### src/rtl/flp_operand_queue.sv
// flp_operand_queue: issue-stage FIFO for the FLP adder. Each operand pair is
// ordered by magnitude and classified as it is written, so the align/add
// stages read a ready-to-use head entry without re-deriving special cases.
module flp_operand_queue #(
  parameter int DEPTH = 4
) (
  input  logic                       clk,
  input  logic                       rst_n,
  input  logic                       flush,
  input  logic                       in_valid,
  output logic                       in_ready,
  input  logic [31:0]                in_a,
  input  logic [31:0]                in_b,
  output logic                       out_valid,
  input  logic                       out_ready,
  output logic [31:0]                out_a,
  output logic [31:0]                out_b,
  output logic                       out_swapped,
  output logic [2:0]                 out_cls_a,
  output logic [2:0]                 out_cls_b,
  output logic [$clog2(DEPTH):0]     count
);

  localparam int AW = $clog2(DEPTH);
  localparam logic [AW:0]  CNT_FULL = (AW+1)'(DEPTH);
  localparam logic [AW:0]  CNT_ONE  = (AW+1)'(1);
  localparam logic [AW-1:0] PTR_ONE = AW'(1);

  localparam logic [2:0] CLS_NORMAL = 3'd0;
  localparam logic [2:0] CLS_ZERO   = 3'd1;
  localparam logic [2:0] CLS_DENORM = 3'd2;
  localparam logic [2:0] CLS_INF    = 3'd3;
  localparam logic [2:0] CLS_NAN    = 3'd4;

  // Operand class from the biased exponent and fraction fields.
  function automatic logic [2:0] classify(input logic [31:0] x);
    logic [2:0] c;
    c = CLS_NORMAL;
    if (x[30:23] == 8'h00) begin
      c = (x[22:0] == 23'd0) ? CLS_ZERO : CLS_DENORM;
    end else if (x[30:23] == 8'hFF) begin
      c = (x[22:0] == 23'd0) ? CLS_INF : CLS_NAN;
    end
    return c;
  endfunction

  logic [AW-1:0] wr_ptr_reg;
  logic [AW-1:0] rd_ptr_reg;
  logic [AW:0]   count_reg;

  logic [31:0] a_mem   [DEPTH];
  logic [31:0] b_mem   [DEPTH];
  logic        sw_mem  [DEPTH];
  logic [2:0]  cla_mem [DEPTH];
  logic [2:0]  clb_mem [DEPTH];

  logic        push;
  logic        pop;
  logic        wr_swap;
  logic [31:0] wr_a;
  logic [31:0] wr_b;

  // Handshake qualification and write-side ordering; equal magnitudes keep A first.
  always_comb begin
    in_ready  = (count_reg != CNT_FULL);
    out_valid = (count_reg != '0);
    push      = in_valid & in_ready;
    pop       = out_valid & out_ready;
    wr_swap   = (in_b[30:0] > in_a[30:0]);
    wr_a      = wr_swap ? in_b : in_a;
    wr_b      = wr_swap ? in_a : in_b;
  end

  // Entry storage: a flush discards the concurrent push but leaves contents intact.
  always_ff @(posedge clk or negedge rst_n) begin
    if (!rst_n) begin
      for (int i = 0; i < DEPTH; i++) begin
        a_mem[i]   <= '0;
        b_mem[i]   <= '0;
        sw_mem[i]  <= 1'b0;
        cla_mem[i] <= CLS_ZERO;
        clb_mem[i] <= CLS_ZERO;
      end
    end else if (push && !flush) begin
      a_mem[wr_ptr_reg]   <= wr_a;
      b_mem[wr_ptr_reg]   <= wr_b;
      sw_mem[wr_ptr_reg]  <= wr_swap;
      cla_mem[wr_ptr_reg] <= classify(wr_a);
      clb_mem[wr_ptr_reg] <= classify(wr_b);
    end
  end

  // Pointer and occupancy tracking; pointers wrap naturally since DEPTH is a power of two.
  always_ff @(posedge clk or negedge rst_n) begin
    if (!rst_n) begin
      wr_ptr_reg <= '0;
      rd_ptr_reg <= '0;
      count_reg  <= '0;
    end else if (flush) begin
      wr_ptr_reg <= '0;
      rd_ptr_reg <= '0;
      count_reg  <= '0;
    end else begin
      if (push) wr_ptr_reg <= wr_ptr_reg + PTR_ONE;
      if (pop)  rd_ptr_reg <= rd_ptr_reg + PTR_ONE;
      if (push && !pop)      count_reg <= count_reg + CNT_ONE;
      else if (pop && !push) count_reg <= count_reg - CNT_ONE;
    end
  end

  // Head entry is a plain combinational read; no fall-through from the input.
  always_comb begin
    out_a       = a_mem[rd_ptr_reg];
    out_b       = b_mem[rd_ptr_reg];
    out_swapped = sw_mem[rd_ptr_reg];
    out_cls_a   = cla_mem[rd_ptr_reg];
    out_cls_b   = clb_mem[rd_ptr_reg];
    count       = count_reg;
  end

endmodule

### config.mk
export PLATFORM = sky130hd
export DESIGN_NAME = flp_operand_queue
export DESIGN_NICKNAME = d
export VERILOG_FILES = /design/src/rtl/flp_operand_queue.sv
export SDC_FILE = /design/constraint.sdc
export NUM_CORES = 1
export LEC_CHECK = 0
export ABC_AREA = 1
export BUFFER_PORTS_ARGS = -buffer_cell sky130_fd_sc_hd__buf_4
export CAP_MARGIN = 20
export CORE_ASPECT_RATIO = 1.5
export CORE_MARGIN = 2
export CORE_UTILIZATION = 54
export CTS_CLUSTER_SIZE = 25
export DETAILED_ROUTE_END_ITERATION = 6
export PLACE_DENSITY = 0.77
export SYNTH_ARGS = -nofsm -noshare
export SYNTH_HDL_FRONTEND = slang
export SYNTH_SLANG_ARGS = --single-unit
### constraint.sdc
create_clock -name clk -period 2 [get_ports clk]
set_input_delay 0.1 -clock clk [delete_from_list [all_inputs] [get_ports clk]]
set_output_delay 0.1 -clock clk [all_outputs]
set_load 0.01 [all_outputs]
Yosys cells after proc, flatten, opt, wreduce, memory -nomap -nowiden
Index checks and enable logic that the tools add are counted.

word-level totals
  flip-flop bits (word level) = 291
  bits in latches = 0
  bits in writable memories = 0
  ROM bits = 0
  bits of input ports = 69
  output and inout bits = 76
  word-level logic and storage cells = 98
  memories kept = 0

operators by class
  add/subtract/negate cells = 4
  $mul = 0
  divide/modulo/power cells = 0
  order comparisons = 4
  equality and inequality tests = 3
  shift-type cells = 0
  muxes and demuxes = 45
  bitwise operators = 4
  reduce and logical (&&, ||, !) cells = 15

operators by type and width
  cell                                                       count
  bitwise mux 128 bit                                        2
  2-to-1 mux 32 bit                                          7
  binary-select mux 32 bit (select 2 bit)                    2
  demux 32 bit (select 2 bit)                                1
  2-to-1 mux 3 bit                                           16
  zero test 23 bit                                           2
  greater-than comparator 31 bit                             1
  bitwise mux 12 bit                                         2
  equality test 8 bit (second input constant)                2
  zero test 8 bit                                            2
  binary-select mux 3 bit (select 2 bit)                     2
  2-to-1 mux 2 bit                                           6
  demux 3 bit (select 2 bit)                                 1
  greater-or-equal comparator 3 bit (second input constant)  2
  NOT 2 -> 3 bit                                             2
  nonzero test 3 bit                                         2
  adder 2 x 1 -> 2 bit (second input constant)               2
  bitwise mux 4 bit                                          1
  logical AND 1 bit                                          4
  nonzero test 2 bit                                         2
  adder 3 x 1 -> 3 bit (second input constant)               1
  zero test 1 bit                                            3
  < comparator 3 x 1 -> 1 bit (second input constant)        1
  2-to-1 mux 1 bit                                           3
  other kinds (5)                                            6

Depth between registers and ports, before layout
  depth in word-level cells = 8
  depth in mapped cells = 24
  depth with buffers taken out = 23

Worst setup path before layout
OpenSTA, ideal clock, no wires.

  path kind = input-to-reg
  start = in in_a[22]
  end = reg cla_mem[10] in the netlist's numbering
  setup time = 0.117 ns
  arrival time = 2.112 ns
  required time = 1.883 ns
  slack = -0.229 ns
  stages on the path = 21
  buffers on the path = 2
  cells stage by stage = inv_1 > ha_1 > nand2_1 > nor3_2 > nand3_1 > nor2_1 > nand2_1 > nand2_2 > nand2_2 > buf_6 > buf_2 > nand2_1 > nand2_1 > nor2_1 > nand2_1 > nor2_1 > nand3_1 > nand2_1 > nand2_1 > nand2_1 > nand2_1

on the way
  cells in the longest elaborated chain, start to end = 8

ends and longest elaborated chain
  what                            line    RTL
  start: declaration              12      input logic [31:0] in_a,
  greater-than comparator 31 bit  69      wr_swap = (in_b[30:0] > in_a[30:0]);
  2-to-1 mux 32 bit (*)           70      wr_a = wr_swap ? in_b : in_a;
  zero test 23 bit                40, 42
  2-to-1 mux 3 bit                42      c = (x[22:0] == 23'd0) ? CLS_INF : CLS_NAN;
  2-to-1 mux 3 bit                41      end else if (x[30:23] == 8'hFF) begin
  2-to-1 mux 3 bit (*)            39      if (x[30:23] == 8'h00) begin
  2-to-1 mux 3 bit (*)            84      end else if (push && !flush) begin
  bitwise mux 12 bit (*)          88      cla_mem[wr_ptr_reg] <= classify(wr_a);
  end signal: indexed assignment  88
  end: declaration                54      logic [2:0] cla_mem [DEPTH];

Every way passes the cells marked *; elsewhere a longest branch is shown, timed or not. The select of a mux whose other input is x is not followed.
A chain may end at the register's enable or synchronous reset.

Final worst setup path
  start = in in_a[16]
  end = reg cla_mem[1] in the netlist's numbering

Same word-level chain as after synthesis.

==> results_dict.tcl <==
set metrics [dict create \
    outcome "finished with violations" \
    violations "setup timing" \
    wl_um 59500 \
    r2r_cells 7 \
    utilization 0.779 \
    clock_path_buffers 3 \
    critPathKind "in2reg" \
    holdWs_ns 0.0316 \
    synth_top_area_frac 0.483 \
    period_minus_slack_ns 2.79 \
    synth_top_family_by_area "simple AND/OR/NAND/NOR gates" \
    drtIter0Drc 2361 \
    htree_levels 1 \
    synth-seq-cells 291 \
    hp-start "in_b[31]" \
    die_h_um 206 \
    pwr-share-seq 0.375 \
    nets 2334 \
    antenna_found_initial 4 \
    grt_start_max_net_pins 66 \
    swShare 0.376 \
    netlist-cell-type-count 29 \
    tritoncts "done" \
    hold_depth 5 \
    gp_congestion 0.977 \
    synth_adder_area_share 0.0312 \
    grt.overflow.total 0 \
    drcViolationCount 0 \
    rows 73 \
    wl_per_cell_um 23.0 \
    irDropWorstVdd_mv 0.827 \
    port_buffers 144 \
    start_util 0.552 \
    grt_first_pass_wirelength_um 76500 \
    synthSimpleGateAreaFrac 0.218 \
    endpoint_kind "flop" \
    pin_count 145 \
    ant_nets 0 \
    hpwl_um 30600 \
    rsz0062_at_grt "yes" \
    crit_required_ns 2.44 \
    synth-edff-count 0 \
    synth_xor_area_frac 0.000597 \
    synth_compound_area_frac 0.188 \
    worst-r2r-setup-slack_ns -0.23 \
    synth_top_area_cell "dfrtp_1" \
    finalSetupViolations 303 \
    root_buffer "clkbuf_16" \
    num_vias 16600 \
    async_reset_ff_frac 1.00 \
    largestRegisters "a_mem x128, b_mem x128" \
    yosys.cell_count.top_type "nand2_1" \
    power.density_nw_per_um2 1230 \
    r2r_start "count[0]" \
    diodes 0 \
    cts_buffers 27 \
    hold_end "a_mem[95]" \
    cp_max_fo 12 \
    fin_crit_sh 1.40 \
    core_area_um2 26600 \
    worstPathArrival_ns 3.24 \
    power_frac_clock 0.218 \
    skew_ns 0.0202 \
    cts_sinks 291 \
    start_kind "input pin" \
    synth_area_um2 14700 \
    max_freq_mhz 358 \
    slew_violations 0 \
    worst_pin_slew_ns 0.762 \
    max-slew-margin-rel 0.486 \
    grt_util_all_layers 0.336 \
    synthTopCellsByCount "537 x nand2_1, 425 x o21ai_0, 283 x dfrtp_1" \
    grt_pass1_vias 14700 \
    max_cap_viol_count 0 \
    clk-insertion-delay-late_ns 0.57 \
    die-area_um2 28500 \
    areaGrowthSynthToFinish_pct 41.2 \
    layout_setup_ws_ns -0.794 \
    synth_area_leaders "dfrtp_1 48%, o21ai_0 15%, nand2_1 14%" \
    syn_inst 1916 \
    startpoint "in_a[16]" \
    clk_pin_slew_ns 0.07 \
    viasPerCell 6.41 \
    synth.mux.area_fraction 0 \
    hold_viol 0 \
    p_int_mw 15.9 \
    drive_gt1_frac 0.327 \
    ys_warn_count 0 \
    seq_area_frac_synth 0.497 \
    synth.avg_cell_area_um2 7.65 \
    regToRegEndpoint "a_mem[109]" \
    syn_nets 2021 \
    first_pass_iters 7 \
    p_leak_nw 10.2 \
    ys.flop_type "dfrtp_1" \
    hp-class "in2reg" \
    die_w_um 139 \
    p_switching_mw 9.56 \
    p_comb_frac 0.407 \
]
metal layers:
metal / GRT usage / up-vias / wire length [µm] / share of wire
met5: 0 / - / 58 / 0.00098
met3: 0.0519 / 492 / 7110 / 0.12
met1: 0.415 / 7780 / 19800 / 0.33
li1: - / 6935 / - / -
met4: 0.183 / 8 / 5300 / 0.089
met2: 0.568 / 1359 / 27200 / 0.46
timing repair:
action / 4_1_cts / 5_1_grt
hold endpoints to repair: 284 / 0
pin swaps: 49 / 108
buffers inserted: 17 / 31
gates cloned: 8 / 6
resized for setup: 117 / 312
setup endpoints to repair: 252 / 130
hold buffers: 4 / 0
area by class of cell:
| cell class | count | area (µm²) |
|---|---|---|
| Sequential cell | 291 | 7300 |
| Fill cell | 1579 | 5880 |
| Timing Repair Buffer | 410 | 3870 |
| Multi-Input combinational cell | 1383 | 7700 |
| Tap cell | 337 | 422 |
| Inverter | 116 | 485 |
| Clock buffer | 38 | 767 |
| Clock inverter | 10 | 156 |
metrics by stage:
stage / total power, mW / std cells / TNS (ns) / setup WS, ns / area (µm²)
CTS: 24.0 / 2554 / -2.17 / -0.102 / 19400
finish: 25.4 / 2585 / -51.77 / -0.794 / 20700
global route: 26.7 / 2585 / -60.90 / -0.790 / 20700
floorplan: 13.9 / 1916 / -3.91 / -0.135 / 14800
global placement: 17.5 / 2477 / -46.54 / -0.585 / 17700
detailed placement: 17.9 / 2477 / -63.65 / -0.688 / 17700
logic make-up after synthesis:
logic type               Yosys count
XOR/XNOR                           1
AND/OR/NAND/NOR                  814
AO/OA/AOI/OAI                    531
buffers and inverters            243
flip-flops                       291
adder cells (fa/ha/maj)           36
critical path, cell delays in order:
cell	delay, ns
buf_8	0.10
inv_4	0.04
ha_4	0.28
buf_6	0.11
nand2_4	0.04
inv_2	0.10
nand4_1	0.34
nor2_2	0.27
nand4_4	0.21
buf_6	0.22
buf_8	0.15
nand3_1	0.15
nand2_2	0.13
nor2_1	0.20
nand2_2	0.09
nor2_4	0.20
nand3_2	0.15
nand2_2	0.11
nand2_4	0.07
nand2_1	0.08
nand2_1	0.07
power by group through the flow:
stage | Clock (mW) | Sequential, mW | Combinational (mW)
2_1_floorplan | 0 | 9.13 | 4.77
3_3_place_gp | 0 | 9.32 | 8.20
3_5_place_dp | 0 | 9.43 | 8.45
4_1_cts | 5.47 | 9.36 | 9.14
5_1_grt | 5.74 | 9.80 | 11.2
6_report | 5.54 | 9.54 | 10.4
worst max-delay path by stage:
stage,endpoint,cells after the start,slack [ns]
2_1_floorplan,cla_mem[10],21,-0.14
3_3_place_gp,clb_mem[4],24,-0.59
3_5_place_dp,clb_mem[9],21,-0.69
4_1_cts,out_b[16],6,-0.10
5_1_grt,cla_mem[1],21,-0.79
6_report,cla_mem[1],21,-0.79
cell usage in the layout (no fill, tap or decap), types with 16 or more instances in the layout:
cell and instances:
o21ai_2 25, o21ai_1 54, nand2_2 69, nand3_2 16
ha_4 24, buf_6 35, o21ai_0 361, inv_1 75
dfrtp_1 281, buf_12 27, buf_4 319, o22ai_2 17
clkbuf_16 31, nand3_1 41, nor2_2 26, nor2_4 19
nand2_1 446, nor2_1 155, o22ai_1 55, nand2_4 22
inv_2 30
Power figures use the tool's default switching activity.
